===== src/rtl/cpu_out_pkg.sv =====
// Shared types and constants for the CPU result sink.
// Serializer states and the default word geometry.
package cpu_out_pkg;

    typedef enum logic {
        IDLE,
        SEND
    } sink_state_t;

    localparam int DEF_WIDTH      = 32;
    localparam int BYTES_PER_WORD = DEF_WIDTH / 8;

endpackage


===== src/rtl/sync_fifo.sv =====
// Single-clock FIFO with wrap-bit pointers.
// Head word is presented combinationally on rdata_o.
module sync_fifo #(
    parameter int WIDTH = 32,
    parameter int DEPTH = 8
) (
    input  logic                     clock,
    input  logic                     reset,
    input  logic                     push_i,
    input  logic                     pop_i,
    input  logic [WIDTH-1:0]         wdata_i,
    output logic [WIDTH-1:0]         rdata_o,
    output logic [$clog2(DEPTH):0]   level_o,
    output logic                     full_o,
    output logic                     empty_o
);

    localparam int PW = $clog2(DEPTH);

    logic [WIDTH-1:0] mem [DEPTH];
    logic [PW:0]      wptr_q;
    logic [PW:0]      rptr_q;

    // Pointer registers; the extra top bit tells full from empty.
    always_ff @(posedge clock or posedge reset) begin
        if (reset) begin
            wptr_q <= '0;
            rptr_q <= '0;
        end else begin
            if (push_i) wptr_q <= wptr_q + 1'b1;
            if (pop_i)  rptr_q <= rptr_q + 1'b1;
        end
    end

    // Storage array; no reset needed since pointers gate visibility.
    always_ff @(posedge clock) begin
        if (push_i) mem[wptr_q[PW-1:0]] <= wdata_i;
    end

    assign rdata_o = mem[rptr_q[PW-1:0]];
    assign level_o = wptr_q - rptr_q;
    assign empty_o = (wptr_q == rptr_q);
    assign full_o  = (wptr_q[PW] != rptr_q[PW]) &&
                     (wptr_q[PW-1:0] == rptr_q[PW-1:0]);

endmodule


===== src/rtl/cpu_out_sink.sv =====
// CPU result sink: buffers flagged words and streams them
// out LSB-first as bytes, counting words lost to a full FIFO.
module cpu_out_sink
    import cpu_out_pkg::*;
#(
    parameter int WIDTH    = 8 * BYTES_PER_WORD,
    parameter int DEPTH    = 8,
    parameter int CNTWIDTH = 16
) (
    input  logic                    clock,
    input  logic                    reset,
    input  logic                    outFlag,
    input  logic [WIDTH-1:0]        out,
    input  logic                    byteReady,
    output logic                    byteValid,
    output logic [7:0]              byteData,
    output logic [$clog2(DEPTH):0]  level,
    output logic                    full,
    output logic                    empty,
    output logic                    overflow,
    output logic [CNTWIDTH-1:0]     dropCount,
    input  logic                    clearOverflow
);

    localparam int BPW = WIDTH / 8;
    localparam int IW  = (BPW > 1) ? $clog2(BPW) : 1;

    sink_state_t          state_q, state_d;
    logic [IW-1:0]        idx_q, idx_d;
    logic [BPW-1:0][7:0]  shift_q, shift_d;
    logic                 ovf_q, ovf_d;
    logic [CNTWIDTH-1:0]  drop_q, drop_d;

    logic                 f_push;
    logic                 f_pop;
    logic [WIDTH-1:0]     f_data;
    logic                 last;
    logic                 drop;

    sync_fifo #(
        .WIDTH (WIDTH),
        .DEPTH (DEPTH)
    ) u_fifo (
        .clock   (clock),
        .reset   (reset),
        .push_i  (f_push),
        .pop_i   (f_pop),
        .wdata_i (out),
        .rdata_o (f_data),
        .level_o (level),
        .full_o  (full),
        .empty_o (empty)
    );

    assign last = (idx_q == IW'(BPW - 1));

    // A full FIFO still accepts a word if a slot frees on the same edge.
    assign f_push = outFlag && (!full || f_pop);
    assign drop   = outFlag && !f_push;

    // Serializer next state: load head when idle or after the last byte.
    always_comb begin
        state_d = state_q;
        idx_d   = idx_q;
        shift_d = shift_q;
        f_pop   = 1'b0;
        unique case (state_q)
            IDLE: begin
                if (!empty) begin
                    f_pop   = 1'b1;
                    shift_d = f_data;
                    idx_d   = '0;
                    state_d = SEND;
                end
            end
            SEND: begin
                if (byteReady) begin
                    if (!last) begin
                        idx_d = idx_q + 1'b1;
                    end else if (!empty) begin
                        f_pop   = 1'b1;
                        shift_d = f_data;
                        idx_d   = '0;
                    end else begin
                        state_d = IDLE;
                    end
                end
            end
        endcase
    end

    // Drop bookkeeping; a drop wins over a coincident clear.
    always_comb begin
        ovf_d  = ovf_q | drop;
        drop_d = drop_q;
        if (clearOverflow) begin
            ovf_d  = drop;
            drop_d = drop ? CNTWIDTH'(1) : '0;
        end else if (drop && (drop_q != '1)) begin
            drop_d = drop_q + 1'b1;
        end
    end

    // State, shifter and drop counter registers.
    always_ff @(posedge clock or posedge reset) begin
        if (reset) begin
            state_q <= IDLE;
            idx_q   <= '0;
            shift_q <= '0;
            ovf_q   <= 1'b0;
            drop_q  <= '0;
        end else begin
            state_q <= state_d;
            idx_q   <= idx_d;
            shift_q <= shift_d;
            ovf_q   <= ovf_d;
            drop_q  <= drop_d;
        end
    end

    assign byteValid = (state_q == SEND);
    assign byteData  = shift_q[idx_q];
    assign overflow  = ovf_q;
    assign dropCount = drop_q;

endmodule


===== config.mk =====
export PLATFORM = sky130hd
export DESIGN_NAME = cpu_out_sink
export DESIGN_NICKNAME = d
export VERILOG_FILES = /design/src/rtl/cpu_out_pkg.sv /design/src/rtl/sync_fifo.sv /design/src/rtl/cpu_out_sink.sv
export SDC_FILE = /design/constraint.sdc
export NUM_CORES = 1
export LEC_CHECK = 0
export BUFFER_PORTS_ARGS = -buffer_cell sky130_fd_sc_hd__buf_2
export CELL_PAD_IN_SITES_DETAIL_PLACEMENT = 1
export CELL_PAD_IN_SITES_GLOBAL_PLACEMENT = 1
export CORE_MARGIN = 2
export CORE_UTILIZATION = 45
export CTS_CLUSTER_DIAMETER = 200
export CTS_CLUSTER_SIZE = 14
export DETAILED_ROUTE_END_ITERATION = 6
export GPL_TIMING_DRIVEN = 0
export PLACE_DENSITY_LB_ADDON = 0.1
export SYNTH_ARGS = -nofsm -noshare
export SYNTH_HDL_FRONTEND = slang
export SYNTH_HIERARCHICAL = 1
export SYNTH_SLANG_ARGS = --single-unit
export TNS_END_PERCENT = 50

===== constraint.sdc =====
create_clock -name clock -period 10.05 [get_ports clock]
set_input_delay 2.01 -clock clock [delete_from_list [all_inputs] [get_ports clock]]
set_output_delay 2.01 -clock clock [all_outputs]
set_load 0.01 [all_outputs]

==> metrics.txt <==
Die Span X=172.3 um; pin count of the biggest net entering global routing=42; io pins=69; Pleak=5.196 nW; cell count after synthesis=694; area leader, netlist=edfxtp_1; final worst-path cycle share=53.52%; crit start category=register; core region area=27860 um2; R2R Setup Slk=5660 ps; max_cap viols=0; HPWL after DPL=19590 um; WL per Instance=around 24 um; via count=6614; Root Buffer=clkbuf_16; pwr dens=277.3 nW/um2; antenna violations before repair=3; hold path depth=1; end of the worst register-to-register path=u_fifo/mem[0][6]$_DFFE_PP_; WS Path Type=reg -> out; sequential-to-total area share from yosys stat=72.12%; Final ANT Viol Nets=0; vias per cell=5.493; final setup fails=0; Worst Path Required=8040 ps; Post-synth EDFFs=roughly 260; clk buf depth=3; Port Buffers=67; Slew HR=around 30%; share of layout cells above drive strength 1=30.86%; final slew viol count=0; Crit Path Max Fanout=10; Peak VDD IR=roughly 0.17 mV; Most used DFF post-synth=edfxtp_1; post-synthesis register bit count=roughly 320; full die area=29680 um2; hold buffer count at cts=0; Async S/R FF share, synth=18.99%; Nets=848; leading cell types in the layout, fill and taps excluded=edfxtp_1 (256), nand2_1 (108), buf_2 (76), mux4_2 (72), dfrtp_1 (60); clock-pin slew on the worst setup and hold paths=roughly 70 ps; measured slew at the worst slew-check pin=1051 ps; worst min-delay path startpoint=overflow$_DFF_PP0_; Die H=~170 um; H-tree Lvls=1; Peak Freq=0.1859 GHz; hold crit path type=reg -> reg; commonest non-fill, non-tap cell in the layout=edfxtp_1; GRT overflow=0; Worst Hold Path EP=overflow$_DFF_PP0_; gr usage total=20.81%; Initial Utilization=45.74%; total number of yosys warnings=6; Setup Fix Bufs, Post-CTS=0; Yosys top cell area share=60.34%; Area contributors post-synth=edfxtp_1 (60%), mux4_2 (13%), dfrtp_1 (12%); Mean Syn Cell Area=18.36 um2; run status=finished clean; setup tns final=0 ps; Cell Rows=61; clk_lat worst skew=approximately 540 ps; Cell Area, Synth=~13000 um2; worst reg2reg path depth=11; Critical Path AT=3370 ps; CTS resizes=0; RSZ-0062 raised after global routing=false; min cycle time layout=5379 ps; Pre-antenna DRT Iters=4; CTS Buf Count=26; Critical Path End Type=output port; final hold viol count=0; Syn Nets=739; Setup Skew=around 15 ps; reg2reg start=u_fifo/rptr_q[1]$_DFFE_PP0P_; DRC violations left=0; Sink Count=316; Synth cell types=slightly above 50; first-pass GRT wire length=44720 um; number of global-route vias before repair=a little over 7000; Area Overhead vs Synth=14.69%; final hold slack=488.5 ps; CTS tree=done; Routed WL=29300 um; number of DRC markers in iteration 0=423; GPL Wtd Cong=0.8076
==> critical path: stages (launching register included) <==
cell and delay [ps]:
dfrtp_1 450, clkbuf_1 330, clkinv_1 310, clkbuf_1 380, ha_1 420, nand3_1 110
nor2_1 570, buf_2 250
==> report_power, final <==
part,switching [mW],leakage (nW),internal [mW]
Sequential,0.101,3.08,1.67
Clock,0.442,0.360,0.503
Combinational,0.746,1.75,0.592
Total,1.29,5.20,2.76
==> cell type report <==
cell class	count	area (um2)
Sequential cell	316	9189
Multi-Input combinational cell	332	3359
Clock inverter	1	8.758
Clock buffer	47	750.7
Inverter	14	52.55
Buffer	32	195.2
Fill cell	2567	13250
Antenna cell	3	7.507
Tap cell	378	473.0
Timing Repair Buffer	81	576.8
==> sequential cells by signal (all words and copies together), names as in the netlist <==
signal         count
u_fifo/rptr_q      4
dropCount         16
shift_q           32
byteValid          1
idx_q              2
u_fifo/mem       256
u_fifo/wptr_q      4
overflow           1
==> cells by family (layout without fill, tap and decap cells) <==
| kind of cell | after synthesis | in the layout | share of synthesized area (%) |
|---|---|---|---|
| adder cells (fa/ha/maj) | 8 | 8 | 0.8445 |
| buffers and inverters | 46 | 175 | 1.944 |
| AO/OA/AOI/OAI | 45 | 45 | 2.622 |
| flip-flops | 316 | 316 | 72.12 |
| AND/OR/NAND/NOR | 166 | 166 | 6.295 |
| XOR/XNOR | 9 | 9 | 0.6186 |
| other | 0 | 3 | 0 |
| multiplexers | 104 | 104 | 15.56 |
==> worst max path at each step <==
| stage | slack (ps) | from | end | depth (start not counted) |
|---|---|---|---|---|
| 3_3_place_gp | 2040 | byteReady | u_fifo/mem[4][19]$_DFFE_PP_ | 6 |
| 4_1_cts | 4600 | u_fifo/rptr_q[1]$_DFFE_PP0P_ | empty | 7 |
| 3_5_place_dp | 5210 | u_fifo/rptr_q[1]$_DFFE_PP0P_ | empty | 7 |
| 2_1_floorplan | 4830 | byteReady | u_fifo/mem[0][0]$_DFFE_PP_ | 5 |
| 6_report | 4670 | u_fifo/rptr_q[1]$_DFFE_PP0P_ | empty | 7 |
| 5_1_grt | 4390 | u_fifo/rptr_q[1]$_DFFE_PP0P_ | empty | 7 |
==> per-layer routing <==
metal	GRT usage, %	wire length, um
met3	3.273	1038
met1	27.33	12430
met4	5.663	751
met2	36.28	15080
met5	0	0
==> Yosys cell counts, types with 6 or more instances <==
cell type,number
clkbuf_1,7
ha_1,7
nand2_1,108
nor2_1,9
o31ai_1,12
mux4_2,72
buf_2,9
a21oi_1,15
buf_6,7
dfrtp_1,60
edfxtp_1,256
buf_1,6
o21ai_0,6
mux2_2,32
inv_1,13
nand3_1,10
or4_1,10
==> per-stage QoR <==
stage / instance area, um2 / cells / total power [mW] / setup WS [ps] / util (%)
global route: 14610 / 1201 / 4.265 / 4391 / 52.43
floorplan: 12740 / 694 / 2.643 / 4831 / -
detailed placement: 13850 / 1153 / 3.166 / 5208 / 49.70
finish: 14610 / 1204 / 4.052 / 4671 / 52.45
global placement: 13550 / 1139 / 3.083 / 2040 / 48.64
CTS: 14610 / 1201 / 4.114 / 4605 / 52.43
(Power assumes the default switching activity.)
